### src/rtl/dac_write_scheduler.sv
// Round-robin arbiter sharing one parallel DAC write port; converts two's-complement to offset-binary.
// Optional macro DAC_SYM_CLAMP_EN clamps the most-negative input to most-negative+1 before conversion.
module dac_write_scheduler #(
  parameter int N_CH       = 4,
  parameter int WIRE_WIDTH = 12,
  parameter int SETUP_CYC  = 1,
  parameter int STROBE_CYC = 2,
  parameter int HOLD_CYC   = 1,
  localparam int AW        = (N_CH > 1) ? $clog2(N_CH) : 1
) (
  input  logic                       clk,
  input  logic                       rst,
  input  logic [N_CH-1:0]            req,
  input  logic [N_CH*WIRE_WIDTH-1:0] data_in,
  output logic [N_CH-1:0]            ack,
  output logic [WIRE_WIDTH-1:0]      dac_data,
  output logic [AW-1:0]              dac_addr,
  output logic                       dac_wr_n,
  output logic                       busy
);

  localparam int M1   = (SETUP_CYC > STROBE_CYC) ? SETUP_CYC : STROBE_CYC;
  localparam int MAXC = (M1 > HOLD_CYC) ? M1 : HOLD_CYC;
  localparam int CW   = (MAXC > 1) ? $clog2(MAXC) : 1;

  typedef enum logic [1:0] {IDLE, SETUP, STROBE, HOLD} state_t;

  state_t                state, state_n;
  logic [CW-1:0]         cnt, cnt_n;
  logic [AW-1:0]         ptr, ptr_n;
  logic [AW-1:0]         addr_n, gnt_idx;
  logic [WIRE_WIDTH-1:0] data_n, sample, conv;
  logic [N_CH-1:0]       ack_n;
  logic                  wr_n_n, hit;

  // First requester at or above the pointer, wrapping.
  always_comb begin
    hit     = 1'b0;
    gnt_idx = '0;
    for (int i = 0; i < N_CH; i++) begin
      if (!hit && req[(int'(ptr) + i) % N_CH]) begin
        hit     = 1'b1;
        gnt_idx = AW'((int'(ptr) + i) % N_CH);
      end
    end
  end

  always_comb begin
    sample = data_in[int'(gnt_idx)*WIRE_WIDTH +: WIRE_WIDTH];
`ifdef DAC_SYM_CLAMP_EN
    if (sample == {1'b1, {(WIRE_WIDTH-1){1'b0}}})
      sample = {1'b1, {(WIRE_WIDTH-2){1'b0}}, 1'b1};
`endif
    conv = {~sample[WIRE_WIDTH-1], sample[WIRE_WIDTH-2:0]};
  end

  always_comb begin
    state_n = state;
    cnt_n   = cnt;
    ptr_n   = ptr;
    addr_n  = dac_addr;
    data_n  = dac_data;
    ack_n   = '0;
    wr_n_n  = 1'b1;
    case (state)
      IDLE: if (hit) begin
        state_n        = SETUP;
        cnt_n          = '0;
        addr_n         = gnt_idx;
        data_n         = conv;
        ack_n[gnt_idx] = 1'b1;
        ptr_n          = (gnt_idx == AW'(N_CH-1)) ? '0 : gnt_idx + 1'b1;
      end
      SETUP: begin
        if (cnt == CW'(SETUP_CYC-1)) begin
          state_n = STROBE;
          cnt_n   = '0;
          wr_n_n  = 1'b0;
        end else cnt_n = cnt + 1'b1;
      end
      STROBE: begin
        wr_n_n = 1'b0;
        if (cnt == CW'(STROBE_CYC-1)) begin
          state_n = HOLD;
          cnt_n   = '0;
          wr_n_n  = 1'b1;
        end else cnt_n = cnt + 1'b1;
      end
      HOLD: begin
        if (cnt == CW'(HOLD_CYC-1)) begin
          state_n = IDLE;
          cnt_n   = '0;
        end else cnt_n = cnt + 1'b1;
      end
      default: state_n = IDLE;
    endcase
  end

  // wr_n is registered from next-state so it is low exactly while in STROBE.
  always_ff @(posedge clk) begin
    if (rst) begin
      state    <= IDLE;
      cnt      <= '0;
      ptr      <= '0;
      ack      <= '0;
      dac_data <= '0;
      dac_addr <= '0;
      dac_wr_n <= 1'b1;
    end else begin
      state    <= state_n;
      cnt      <= cnt_n;
      ptr      <= ptr_n;
      ack      <= ack_n;
      dac_data <= data_n;
      dac_addr <= addr_n;
      dac_wr_n <= wr_n_n;
    end
  end

  assign busy = (state != IDLE);

endmodule

### config.mk
export PLATFORM = sky130hd
export DESIGN_NAME = dac_write_scheduler
export DESIGN_NICKNAME = d
export VERILOG_FILES = /design/src/rtl/dac_write_scheduler.sv
export SDC_FILE = /design/constraint.sdc
export NUM_CORES = 1
export LEC_CHECK = 0
export ABC_AREA = 1
export CORE_MARGIN = 3
export CORE_UTILIZATION = 47
export DETAILED_ROUTE_END_ITERATION = 7
export GPL_ROUTABILITY_DRIVEN = 0
export MAX_ROUTING_LAYER = met4
export PLACE_DENSITY_LB_ADDON = 0.08
export SLEW_MARGIN = 20
export SYNTH_ARGS = -nofsm -noshare
export SYNTH_HDL_FRONTEND = slang
export SYNTH_SLANG_ARGS = --single-unit
### constraint.sdc
create_clock -name clk -period 3.9 [get_ports clk]
set_input_delay 0.39 -clock clk [delete_from_list [all_inputs] [get_ports clk]]
set_output_delay 0.39 -clock clk [all_outputs]
set_load 0.02 [all_outputs]
==> impl_metrics.py <==
metrics = {
    "clock_tree": {
        "clk_latency_ns": 0.27,
        "clkTransAtPathRegs_ns": 0.09,
        "clock-sinks": 24,
        "clockRootBuffer": "clkbuf_8",
        "post_cts_buffers": 0,
        "ctsResizeCount": 0,
        "cts_buffers": 3,
        "htreeDepth": 1,
        "max-clock-path-buffers": 2,
        "cts_hold_buf": 0,
        "cts_tree": "built",
    },
    "sta": {
        "fmax_mhz": 379,
        "relSlewSlack_pct": 69.3,
        "fin_crit_sh_pct": 67.7,
        "fin_tns_setup_ns": 0,
        "rsz0062_at_grt": "false",
        "setup_viol_count_final": 0,
        "hold_violations": 0,
        "final-max-slew-violation-count": 0,
        "finalClockSkew_ns": 0.00163,
        "worstMarginPinSlew_ns": 0.458,
        "fin_crit_ns": 2.64,
    },
    "power": {
        "p_int_uw": 970,
        "power.switching_uw": 1100,
        "p_sw_share_pct": 53.1,
        "combPwrFrac_pct": 72.1,
        "irDropWorstVdd_uv": 434,
        "p_leak_uw": 0.00131,
        "pwr-share-clk_pct": 8.4,
        "power.density_mw_per_mm2": 802,
        "seq_power_share_pct": 19.5,
    },
    "setup_path": {
        "cp-start-kind": "flip-flop",
        "worstReg2RegStart": "ptr[0]$_SDFFE_PP0P_",
        "crit_type": "reg2reg",
        "ff2ff_path_depth": 12,
        "reg2reg_slack_ns": 1.26,
        "path_max_fanout": 29,
        "crit_required_ns": 4.07,
        "endpoint_kind": "flip-flop",
        "critPathArrivalTime_ns": 2.81,
        "reg2reg_to": "ptr[1]$_SDFFE_PP0P_",
    },
    "detailed_routing": {
        "via_per_inst": 4.79,
        "drc_errors": 0,
        "routed_wl_mm": 4.66,
        "drt_first_pass_iters": 4,
        "drt_iter0_markers": 118,
        "detail-route-antenna-nets": 0,
        "vias": 1964,
        "avgRoutedWirePerCell_um": 11.4,
    },
    "job": {
        "maxCapViolations": 0,
    },
    "synthesis": {
        "synth_top_area_share_pct": 26.6,
        "synth_largest_area_cell": "dfxtp_1",
        "synth-seq-cells": 24,
        "syn_avg_cell_area_um2": 6.14,
        "syn_nets": 357,
        "yosysSeqAreaShare_pct": 26.6,
        "synth_area_leaders": "dfxtp_1 (27%), nand2_1 (26%), nand3_1 (6.7%), ha_1 (6.2%), nand2_2 (5.9%)",
        "yosysUniqueCellTypes": 26,
        "ys_warn_count": 0,
        "syn_area_mm2": 0.00181,
        "syn_inst": 294,
    },
    "floorplan": {
        "die_area_mm2": 0.00462,
        "core_area_mm2": 0.00352,
        "start_util_pct": 51.3,
        "num_rows": 21,
        "dieHeight_um": 68.0,
        "die_w_um": 68.0,
        "io_pins": 74,
    },
    "place": {
        "post_dp_cell_area_mm2": 0.00252,
        "place_hpwl_mm": 3.62,
        "io_buffers": 73,
    },
    "global_route": {
        "grt_max_degree": 30,
        "antenna_found_initial": 0,
        "overflow": 0,
        "grt_pass1_vias": 1754,
        "grt_pass1_wl_mm": 7.59,
        "grt_usage_pct": 21.7,
    },
    "hold_path": {
        "hold_path.class": "reg2reg",
        "hold_path_depth": 2,
        "hold_start": "cnt$_SDFFE_PP0P_",
        "min_to": "dac_wr_n$_SDFF_PP1_",
    },
    "final_layout": {
        "areaGrowthSynthToFinish_pct": 42.9,
        "antenna-diode-count": 0,
        "stdcell_area_mm2": 0.00258,
        "fillers": 317,
        "fin_nets": 428,
        "drive_above_1_share_pct": 11.0,
        "mostFrequentLayoutCell": "nand2_1",
        "layout_common_cells": "nand2_1 (126), clkdlybuf4s50_1 (73), inv_1 (25)",
    },
    "status": {
        "status": "finished clean",
    },
}
-- area by class of cell --
class / count / area (um^2) / share of cell area [%]
repair buffers: 73 / 731 / 28.3
flip-flops and latches: 24 / 480 / 18.6
multi-input cells: 229 / 1120 / 43.5
clock buffers: 4 / 55.1 / 2.13
inverters: 34 / 135 / 5.24
well taps: 46 / 57.6 / 2.23
-- metrics by stage --
stage / hold slack, ns / setup WS [ns] / power [uW] / utilization, % / std cells
3_3_place_gp: 0.469 / 1.32 / 1860 / 71.7 / 406
2_1_floorplan: 0.437 / 1.99 / 1580 / - / 294
6_report: 0.509 / 1.26 / 2070 / 73.3 / 410
4_1_cts: 0.509 / 1.28 / 2070 / 73.3 / 410
3_5_place_dp: 0.476 / 1.23 / 1890 / 71.7 / 406
5_1_grt: 0.535 / 1.06 / 2290 / 73.3 / 410
-- power by group through the flow --
| stage | Clock [uW] | Combinational [uW] | Sequential [uW] |
|---|---|---|---|
| 2_1_floorplan | 0 | 1100 | 475 |
| 3_3_place_gp | 0 | 1460 | 405 |
| 3_5_place_dp | 0 | 1490 | 407 |
| 4_1_cts | 176 | 1500 | 402 |
| 5_1_grt | 185 | 1690 | 414 |
| 6_report | 174 | 1490 | 403 |
-- synthesized netlist by cell type (all sizes together) --
master and n:
a211oi 1, a21oi 4, buf 6, clkbuf 1, clkinv 1, dfxtp 24, ha 9, inv 33
nand2 144, nand3 29, nand4 1, nor2 28, nor3 1, o21ai 12
-- metal layers --
layer | vias to the layer above | part of all wire (%) | track usage (%)
met4 | 0 | 1.1 | 4.71
met1 | 860 | 45 | 27.1
li1 | 1041 | - | -
met2 | 58 | 47 | 36.1
met3 | 5 | 6.0 | 4.60
met5 | - | 0 | -
-- cells by family (layout without fill, tap and decap cells) --
family | Yosys count | count (layout) | synth area share, %
compound gates | 17 | 17 | 5.13
buf+inv | 41 | 111 | 11.3
simple gates | 203 | 203 | 50.7
fa+ha+maj | 9 | 9 | 6.24
flops | 24 | 24 | 26.6
-- worst max path at each step --
stage	startpoint	slack, ns	cells past startpoint	to
after floorplan	ptr[0]$_SDFFE_PP0P_	1.99	14	ptr[1]$_SDFFE_PP0P_
after global placement	req[1]	1.32	12	ptr[1]$_SDFFE_PP0P_
after detailed placement	req[2]	1.23	12	ptr[1]$_SDFFE_PP0P_
after CTS	ptr[0]$_SDFFE_PP0P_	1.28	12	ptr[1]$_SDFFE_PP0P_
after global routing	ptr[0]$_SDFFE_PP0P_	1.06	12	ptr[1]$_SDFFE_PP0P_
final	ptr[0]$_SDFFE_PP0P_	1.26	12	ptr[1]$_SDFFE_PP0P_
-- state kept, by name, indices dropped and copies added, names as in the netlist --
name / flops
dac_wr_n: 1
ack: 4
state: 2
ptr: 2
dac_addr: 2
dac_data: 12
cnt: 1
-- critical path, cell delays in order, from the launching register on --
cell     delay, ns
dfxtp_1       0.61
inv_2         0.21
nand2_1       0.12
nand2_2       0.10
nand2_2       0.09
inv_2         0.04
nor2_2        0.14
nand3_4       0.19
nand3_4       0.34
inv_4         0.15
ha_1          0.31
o21ai_0       0.16
a21oi_1       0.05
Note: power is estimated with default switching activity, not from simulation.
